<file path="config.mk">
export PLATFORM = sky130hd
export DESIGN_NAME = uart_tx_unit
export DESIGN_NICKNAME = d
export VERILOG_FILES = /design/src/rtl/uart_tx_unit.sv
export SDC_FILE = /design/constraint.sdc
export NUM_CORES = 1
export LEC_CHECK = 0
export ABC_AREA = 1
export BUFFER_PORTS_ARGS = -buffer_cell sky130_fd_sc_hd__buf_4
export CAP_MARGIN = 20
export CELL_PAD_IN_SITES_DETAIL_PLACEMENT = 1
export CELL_PAD_IN_SITES_GLOBAL_PLACEMENT = 2
export CORE_MARGIN = 1
export CORE_UTILIZATION = 30
export CTS_CLUSTER_SIZE = 8
export DETAILED_ROUTE_END_ITERATION = 6
export PLACE_DENSITY = 0.85
export SYNTH_ARGS = -nofsm -noshare
export SYNTH_HDL_FRONTEND = slang
export SYNTH_SLANG_ARGS = --single-unit
</file>
<file path="constraint.sdc">
create_clock -name clock -period 2.1 [get_ports clock]
set_input_delay 0.315 -clock clock [delete_from_list [all_inputs] [get_ports clock]]
set_output_delay 0.315 -clock clock [all_outputs]
set_load 0.01 [all_outputs]
</file>
<file path="src/rtl/uart_tx_unit.sv">
// UART transmitter: start, 8 data bits LSB first, parity slot, stop; four runtime baud rates.
// Optional macro UART_TX_TWO_STOP_EN: emit two stop bits (12-bit frame) instead of one.
module uart_tx_unit #(
    parameter int CLK_HZ = 50000000
) (
    input  logic       clock,
    input  logic       reset,
    input  logic       send,
    input  logic [7:0] data_in,
    input  logic [1:0] parity_type,
    input  logic [1:0] baud_rate,
    output logic       data_tx,
    output logic       active_flag,
    output logic       done_flag
);

    localparam int DIV_2400  = (CLK_HZ + 1200) / 2400;
    localparam int DIV_4800  = (CLK_HZ + 2400) / 4800;
    localparam int DIV_9600  = (CLK_HZ + 4800) / 9600;
    localparam int DIV_19200 = (CLK_HZ + 9600) / 19200;
    localparam int CW        = $clog2(DIV_2400 + 1);
    localparam logic [CW-1:0] ONE = 1;

`ifdef UART_TX_TWO_STOP_EN
    localparam logic ONE_STOP = 1'b0;
`else
    localparam logic ONE_STOP = 1'b1;
`endif

    typedef enum logic [2:0] {IDLE, START, DATA, PARITY, STOP} state_t;

    state_t          state;
    logic [CW-1:0]   cnt;
    logic [CW-1:0]   div_q;
    logic [2:0]      bit_idx;
    logic [7:0]      shreg;
    logic            par_bit;
    logic            stop2;
    logic            bit_end;
    logic            last_stop;

    assign bit_end   = (cnt == div_q - ONE);
    assign last_stop = stop2 | ONE_STOP;

    function automatic logic [CW-1:0] div_sel(input logic [1:0] b);
        case (b)
            2'b00:   return CW'(DIV_2400);
            2'b01:   return CW'(DIV_4800);
            2'b10:   return CW'(DIV_9600);
            default: return CW'(DIV_19200);
        endcase
    endfunction

    // None modes still occupy the slot, sent as a mark so frame length is fixed.
    function automatic logic par_sel(input logic [7:0] d, input logic [1:0] p);
        case (p)
            2'b01:   return ~^d;
            2'b10:   return ^d;
            default: return 1'b1;
        endcase
    endfunction

    always_ff @(posedge clock) begin
        if (reset) begin
            state       <= IDLE;
            data_tx     <= 1'b1;
            active_flag <= 1'b0;
            done_flag   <= 1'b0;
            cnt         <= '0;
            div_q       <= '0;
            bit_idx     <= '0;
            shreg       <= '0;
            par_bit     <= 1'b1;
            stop2       <= 1'b0;
        end else begin
            done_flag <= 1'b0;
            if (state == IDLE) begin
                data_tx     <= 1'b1;
                active_flag <= 1'b0;
                if (send) begin
                    shreg       <= data_in;
                    par_bit     <= par_sel(data_in, parity_type);
                    div_q       <= div_sel(baud_rate);
                    cnt         <= '0;
                    state       <= START;
                    data_tx     <= 1'b0;
                    active_flag <= 1'b1;
                end
            end else if (!bit_end) begin
                cnt <= cnt + ONE;
            end else begin
                cnt <= '0;
                case (state)
                    START: begin
                        state   <= DATA;
                        bit_idx <= '0;
                        data_tx <= shreg[0];
                    end
                    DATA: begin
                        if (bit_idx == 3'd7) begin
                            state   <= PARITY;
                            data_tx <= par_bit;
                        end else begin
                            bit_idx <= bit_idx + 3'd1;
                            shreg   <= shreg >> 1;
                            data_tx <= shreg[1];
                        end
                    end
                    PARITY: begin
                        state   <= STOP;
                        stop2   <= 1'b0;
                        data_tx <= 1'b1;
                    end
                    STOP: begin
                        if (last_stop) begin
                            state       <= IDLE;
                            done_flag   <= 1'b1;
                            active_flag <= 1'b0;
                            data_tx     <= 1'b1;
                        end else begin
                            stop2 <= 1'b1;
                        end
                    end
                    default: state <= IDLE;
                endcase
            end
        end
    end

endmodule

</file>
==> results of run 1 <==
worst paths after layout:
kind | startpoint | endpoint | slack, ps
max reg2reg | div_q[9] | cnt[11] | -40
min reg2reg | active_flag | active_flag | 470
max | div_q[9] | cnt[11] | -40
min | parity_type[1] | par_bit | 360
layout make-up:
type,count,area (um^2)
clock buffer,6,72.6
multi-input combinational,313,1710
clock inverter,1,30.0
tap,108,135
sequential,43,868
timing repair buffer,42,355
inverter,58,221
fill,1137,5370
synth_stat cells (all sizes together) (3+ instances only):
library cell / n / share of area
nand2: 123 / 0.18
clkbuf: 7 / 0.0096
o22ai: 8 / 0.018
buf: 4 / 0.011
nand4: 8 / 0.018
inv: 58 / 0.080
a31oi: 3 / 0.0069
nand3: 28 / 0.056
xnor2: 12 / 0.038
or2: 3 / 0.0069
dfxtp: 43 / 0.31
ha: 11 / 0.050
xor2: 11 / 0.035
nor2: 61 / 0.095
a21oi: 22 / 0.040
o21ai: 16 / 0.029
cells by family (layout without fill, tap and decap cells):
family	count (synthesis)	after routing
buffers and inverters	69	107
adders and majority gates	11	11
xor gates and xnor gates	23	23
and+or+nand+nor	226	227
DFF	43	43
AOI/OAI and AO/OA	52	52
timing repair:
item | CTS | global route
setup buffers | 3 | 5
pin swaps | 4 | 8
endpoints found under the hold margin | 0 | 0
resized for setup | 6 | 29
gates cloned | 1 | 0
setup endpoints to repair | 21 | 32
tightest hold or removal path, delay by kind of cell:
| kind | cells | cell delay [ps] |
|---|---|---|
| AND/OR/NAND/NOR | 1 | 50 |
| AO/OA/AOI/OAI | 1 | 70 |
| adder cells (fa/ha/maj) | 1 | 110 |
| buffers and inverters | 1 | 80 |
registers in the layout, summed over array words and instances, names as in the netlist:
name / count
cnt: 15
div_q: 10
shreg: 8
bit_idx: 3
state: 3
active_flag: 1
data_tx: 1
done_flag: 1
par_bit: 1
power groups by stage:
| stage | registers, mW | logic, mW | clock network, mW |
|---|---|---|---|
| 2_1_floorplan | 1.05 | 1.21 | 0 |
| 3_3_place_gp | 1.06 | 1.62 | 0 |
| 3_5_place_dp | 1.07 | 1.66 | 0 |
| 4_1_cts | 1.05 | 1.77 | 0.658 |
| 5_1_grt | 1.08 | 2.19 | 0.691 |
| 6_report | 1.06 | 1.94 | 0.631 |
metrics by stage:
stage               cells  power, mW  setup TNS (ps)
floorplan             424       2.26               0
global placement      555       2.68            -698
detailed placement    555       2.72           -1550
CTS                   566       3.47               0
global route          571       3.96           -4120
finish                571       3.63           -57.7
routing by layer:
layer / global-route usage / share of wire
met5: 0 / 0
met4: 0.0577 / 0.025
met3: 0.0223 / 0.016
met2: 0.305 / 0.50
met1: 0.207 / 0.46
==> results.cfg, run 1 <==
[finish]
n_antenna_cell = 0
drive_gt1_frac = 0.199
final_core_util = 0.387
postLayoutCellArea_um2 = 3390
nNetsFinal = 489
layout_commonest_cell = nand2_1
area_delta_synth_final_pct = 23.9
final_cell_mix = 111 x nand2_1, 56 x inv_1, 47 x nor2_1, 39 x dfxtp_1, 36 x buf_4

[drt]
drc = 0
postRouteAntennaNets = 0
routed_wl_um = 7690
via_per_inst = 4.78
vias = 2731
firstDrtPassIters = 4
drtIter0Drc = 62
avgRoutedWirePerCell_um = 13.5

[yosys]
synth_mux_area_frac = 0
synth-edff-count = 0
synth_cells = 424
syn_area_um2 = 2740
async_flop_share = 0
synth_seq_cells = 43
synth-simple-area-share = 0.358
syn_avg_cell_area_um2 = 6.46
synth-xor-area-share = 0.0736
yosys_warnings = 0
synth_fa_ha_area_frac = 0.0503
syn_nets = 450
synth_top_family_by_area = simple AND/OR/NAND/NOR gates
ys_seq_area_frac = 0.314
yosysUniqueCellTypes = 30
synthFlopType = dfxtp_1
synth_compound_area_frac = 0.103

[clocking]
clock_latency_ps = 300
cts_tree = yes
postCtsHoldBufs = 0
path_clk_slew_ps = 90
clock-root-buffer = clkbuf_8
cts_sinks = 43
cts_buffers = 5
htree_levels = 2
clockBufferDepth = 2

[power]
power_density_nw_per_um2 = 1070
pwr-share-clk = 0.174
p_leak_nw = 1.48
switching_share = 0.429
p_seq_frac = 0.291
ir_drop_mv = 0.446
switchingPower_mw = 1.56
p_int_mw = 2.07
comb_power_share = 0.536

[worst_setup_path]
crit_chain = buf_6 > nor2_4 > nand2_2 > nor2_4 > buf_4 > nand3_1 > nand2_1 > nor2_1 > nand2_1 > nor2_2 > nand2_2 > nand2_4 > buf_6 > or2_2 > a21oi_2
cp_num_buf_inv = 3
worstSetupPathType = flip-flop to flip-flop
arrival_ps = 2380
r2r_cells = 15
cp_max_fo = 7
path_depth = 15
start_kind = flip-flop
end_kind = flip-flop
cp_slowest_cell = dfxtp_4
critPathTopFamily = simple AND/OR/NAND/NOR gates
worst_ep_required_time_ps = 2340
cp_slowest_stage_delay_ps = 360

[place]
hpwlAfterDp_um = 5920
port_buffers = 17
place_congestion = 0.799
place_area_um2 = 3080
post-place-ws_ps = -117

[grt]
grt_max_degree = 33
grt_pass1_wl_um = 13300
globalRoute.totalOverflow = 0
grt_usage = 0.170
antenna_found_initial = 0
grt_pass1_vias = 2871

[timing]
setup_viol = 2
drv_slew = 0
finalHoldViolCount = 0
slew_headroom = 0.664
timing.hold.ws_ps = 359
fin_ws_ps = -41.9
fin_crit_ps = 2140
worst_pin_slew_ps = 504
fin_crit_sh = 1.02
fmax_mhz = 467
finClkSkew_ps = 11.0
rsz0062_at_grt = true

[floorplan]
die_area_um2 = 9510
fp.dieW_um = 97.5
core_area_um2 = 8760
io-pin-count = 18
rows = 34
initial_core_util = 0.312
die_y_um = 97.5

[worst_hold_path]
hold_depth = 4
hold_path.class = primary input to flip-flop

[outcome]
outcome = finished, violations left
violations = negative setup slack

[flow_run]
drv_cap = 0
Note: power is estimated with default switching activity, not from simulation.
==> run 2: changes to the inputs <==
--- a/config.mk
+++ b/config.mk
@@ -11,10 +11,10 @@
 export CELL_PAD_IN_SITES_DETAIL_PLACEMENT = 1
 export CELL_PAD_IN_SITES_GLOBAL_PLACEMENT = 2
 export CORE_MARGIN = 1
-export CORE_UTILIZATION = 30
+export CORE_UTILIZATION = 33
 export CTS_CLUSTER_SIZE = 8
 export DETAILED_ROUTE_END_ITERATION = 6
-export PLACE_DENSITY = 0.85
+export PLACE_DENSITY = 0.89
 export SYNTH_ARGS = -nofsm -noshare
 export SYNTH_HDL_FRONTEND = slang
 export SYNTH_SLANG_ARGS = --single-unit
==> constraint.sdc (replaced) <==
create_clock -name clock -period 2.3 [get_ports clock]
set_input_delay 0.345 -clock clock [delete_from_list [all_inputs] [get_ports clock]]
set_output_delay 0.345 -clock clock [all_outputs]
set_load 0.01 [all_outputs]
==> run 2 against run 1 <==
Clock skew barely moved. Highest routed layer unchanged. Worst setup slack better by 250 ps. Routed wire length fell by 5.7%. Utilization up 1.8 points. Sequential cell count stayed put. The flow now finishes without violations. Largest power group unchanged.
==> results.cfg, run 2 (synthesized netlist as in run 1, its figures left out) <==
[outcome]
outcome = complete, no violations

[finish]
n_antenna_cell = 0
n_fill_cell = 1045
final_cell_mix = 118 x nand2_1, 57 x inv_1, 48 x nor2_1, 42 x dfxtp_1, 27 x nand3_1
seq_area_um2 = 862
fin_cells = 550
largest_reg_flops = 15
drive_gt1_frac = 0.132
final_core_util = 0.405
multi_input_area_um2 = 1660
layout_commonest_cell = nand2_1
area_delta_synth_final_pct = 16.6
regMostFlops = cnt
reg.largest.list = cnt x15, div_q x10, shreg x8
nNetsFinal = 473

[power]
comb_power_share = 0.493
power_density_nw_per_um2 = 984
switching_share = 0.433
pwr-share-clk = 0.199
power.total_mw = 3.14
p_leak_nw = 1.41
p_seq_frac = 0.307
switchingPower_mw = 1.36
p_int_mw = 1.78
ir_drop_mv = 0.440

[worst_setup_path]
critPathTopFamily = simple AND/OR/NAND/NOR gates
cp_slowest_cell = dfxtp_1
worstSetupPathType = flip-flop to flip-flop
r2r_start = div_q[9]
startpoint = div_q[9]
cp_common_cell = nor2_1
end_kind = flip-flop
worst_ep_required_time_ps = 2530
start_kind = flip-flop
cp_num_buf_inv = 2
ff2ff_setup_slack_ps = 210
cp_max_fo = 10
crit_chain = buf_4 > nor2_4 > nand2_2 > nor2_1 > nor2_1 > nor2_1 > nor2_1 > nand2_1 > nor2_4 > nand2_4 > nand2_8 > buf_12 > or2_2 > a21oi_1
arrival_ps = 2320
cp_slowest_stage_delay_ps = 320

[grt]
grt_usage = 0.182
globalRoute.totalOverflow = 0
grt_max_degree = 33
antenna_found_initial = 0
grt_pass1_vias = 2674
grt_pass1_wl_um = 12400

[place]
hpwlAfterDp_um = 5600
place_inst = 539
place_congestion = 0.768
port_buffers = 17

[timing]
setup_tns_ps = 0
finClkSkew_ps = 11.2
worst_pin_slew_ps = 592
setup_viol = 0
slew_headroom = 0.605
rsz0062_at_grt = false
fin_crit_sh = 0.911
drv_slew = 0
fin_crit_ps = 2090
finalHoldViolCount = 0
fmax_mhz = 478

[clocking]
path_clk_slew_ps = 90
clock-root-buffer = clkbuf_8
cts_sinks = 43
cts_buffers = 5
htree_levels = 2
cts_tree = yes
postCtsHoldBufs = 0
clock_latency_ps = 300
clockBufferDepth = 2

[floorplan]
die_area_um2 = 8660
die_y_um = 93.1
core_area_um2 = 7890
fp.dieW_um = 93.1
rows = 32
initial_core_util = 0.347
io-pin-count = 18

[drt]
drc = 0
firstDrtPassIters = 4
via_per_inst = 4.82
avgRoutedWirePerCell_um = 13.2
drtIter0Drc = 107
postRouteAntennaNets = 0
vias = 2651
routed_wl_um = 7250

[flow_run]
drv_cap = 0

[worst_hold_path]
hold_path.class = primary input to flip-flop
worstHoldStart = baud_rate[1]
==> run 2: cell type report <==
class | instances | area share
Sequential cell | 43 | 0.270
Timing Repair Buffer | 26 | 0.0650
Clock buffer | 6 | 0.0259
Inverter | 58 | 0.0682
Multi-Input combinational cell | 313 | 0.520
Tap cell | 102 | 0.0400
Clock inverter | 2 | 0.0110
==> run 2: layer usage <==
metal | up-vias | wire length (um) | global-route usage
met5 | - | 0 | 0
met4 | 0 | 65 | 0.0500
met3 | 5 | 117 | 0.0244
met2 | 23 | 3690 | 0.332
met1 | 1242 | 3370 | 0.221
li1 | 1381 | - | -
==> run 2: what timing repair did <==
| item | 4_1_cts | 5_1_grt |
|---|---|---|
| pin swaps | 0 | 2 |
| gates cloned | 0 | 1 |
| hold endpoints to repair | 0 | 0 |
| buffers inserted | 0 | 2 |
| gates resized for setup | 2 | 10 |
| setup endpoints to repair | 7 | 28 |
==> run 2: through the flow <==
step | worst slack (ps) | instance area [um^2] | hold WS [ps]
final | 206 | 3190 | 397
after global routing | 2.34 | 3190 | 403
after CTS | 18.4 | 3130 | 388
after detailed placement | -16.7 | 3000 | 451
after global placement | 49.2 | 3000 | 448
after floorplan | 336 | 2740 | 441
==> run 2: worst paths after layout <==
| kind | endpoint | cells after the start |
|---|---|---|
| min | div_q[5] | 3 |
| min reg2reg | bit_idx[1] | 2 |
| max reg2reg | cnt[11] | 14 |
| max | cnt[11] | 14 |
==> run 2: power by group through the flow <==
stage               clock, mW  sequential [mW]  combinational, mW
floorplan                   0            0.959               1.10
global placement            0            0.977               1.43
detailed placement          0            0.981               1.46
CTS                     0.644            0.964               1.49
global route            0.680            0.982               1.77
finish                  0.626            0.966               1.55
==> run 2: worst min-delay path, cell delays in order <==
cell,delay (ps)
buf_4,100
ha_1,140
a21oi_1,60
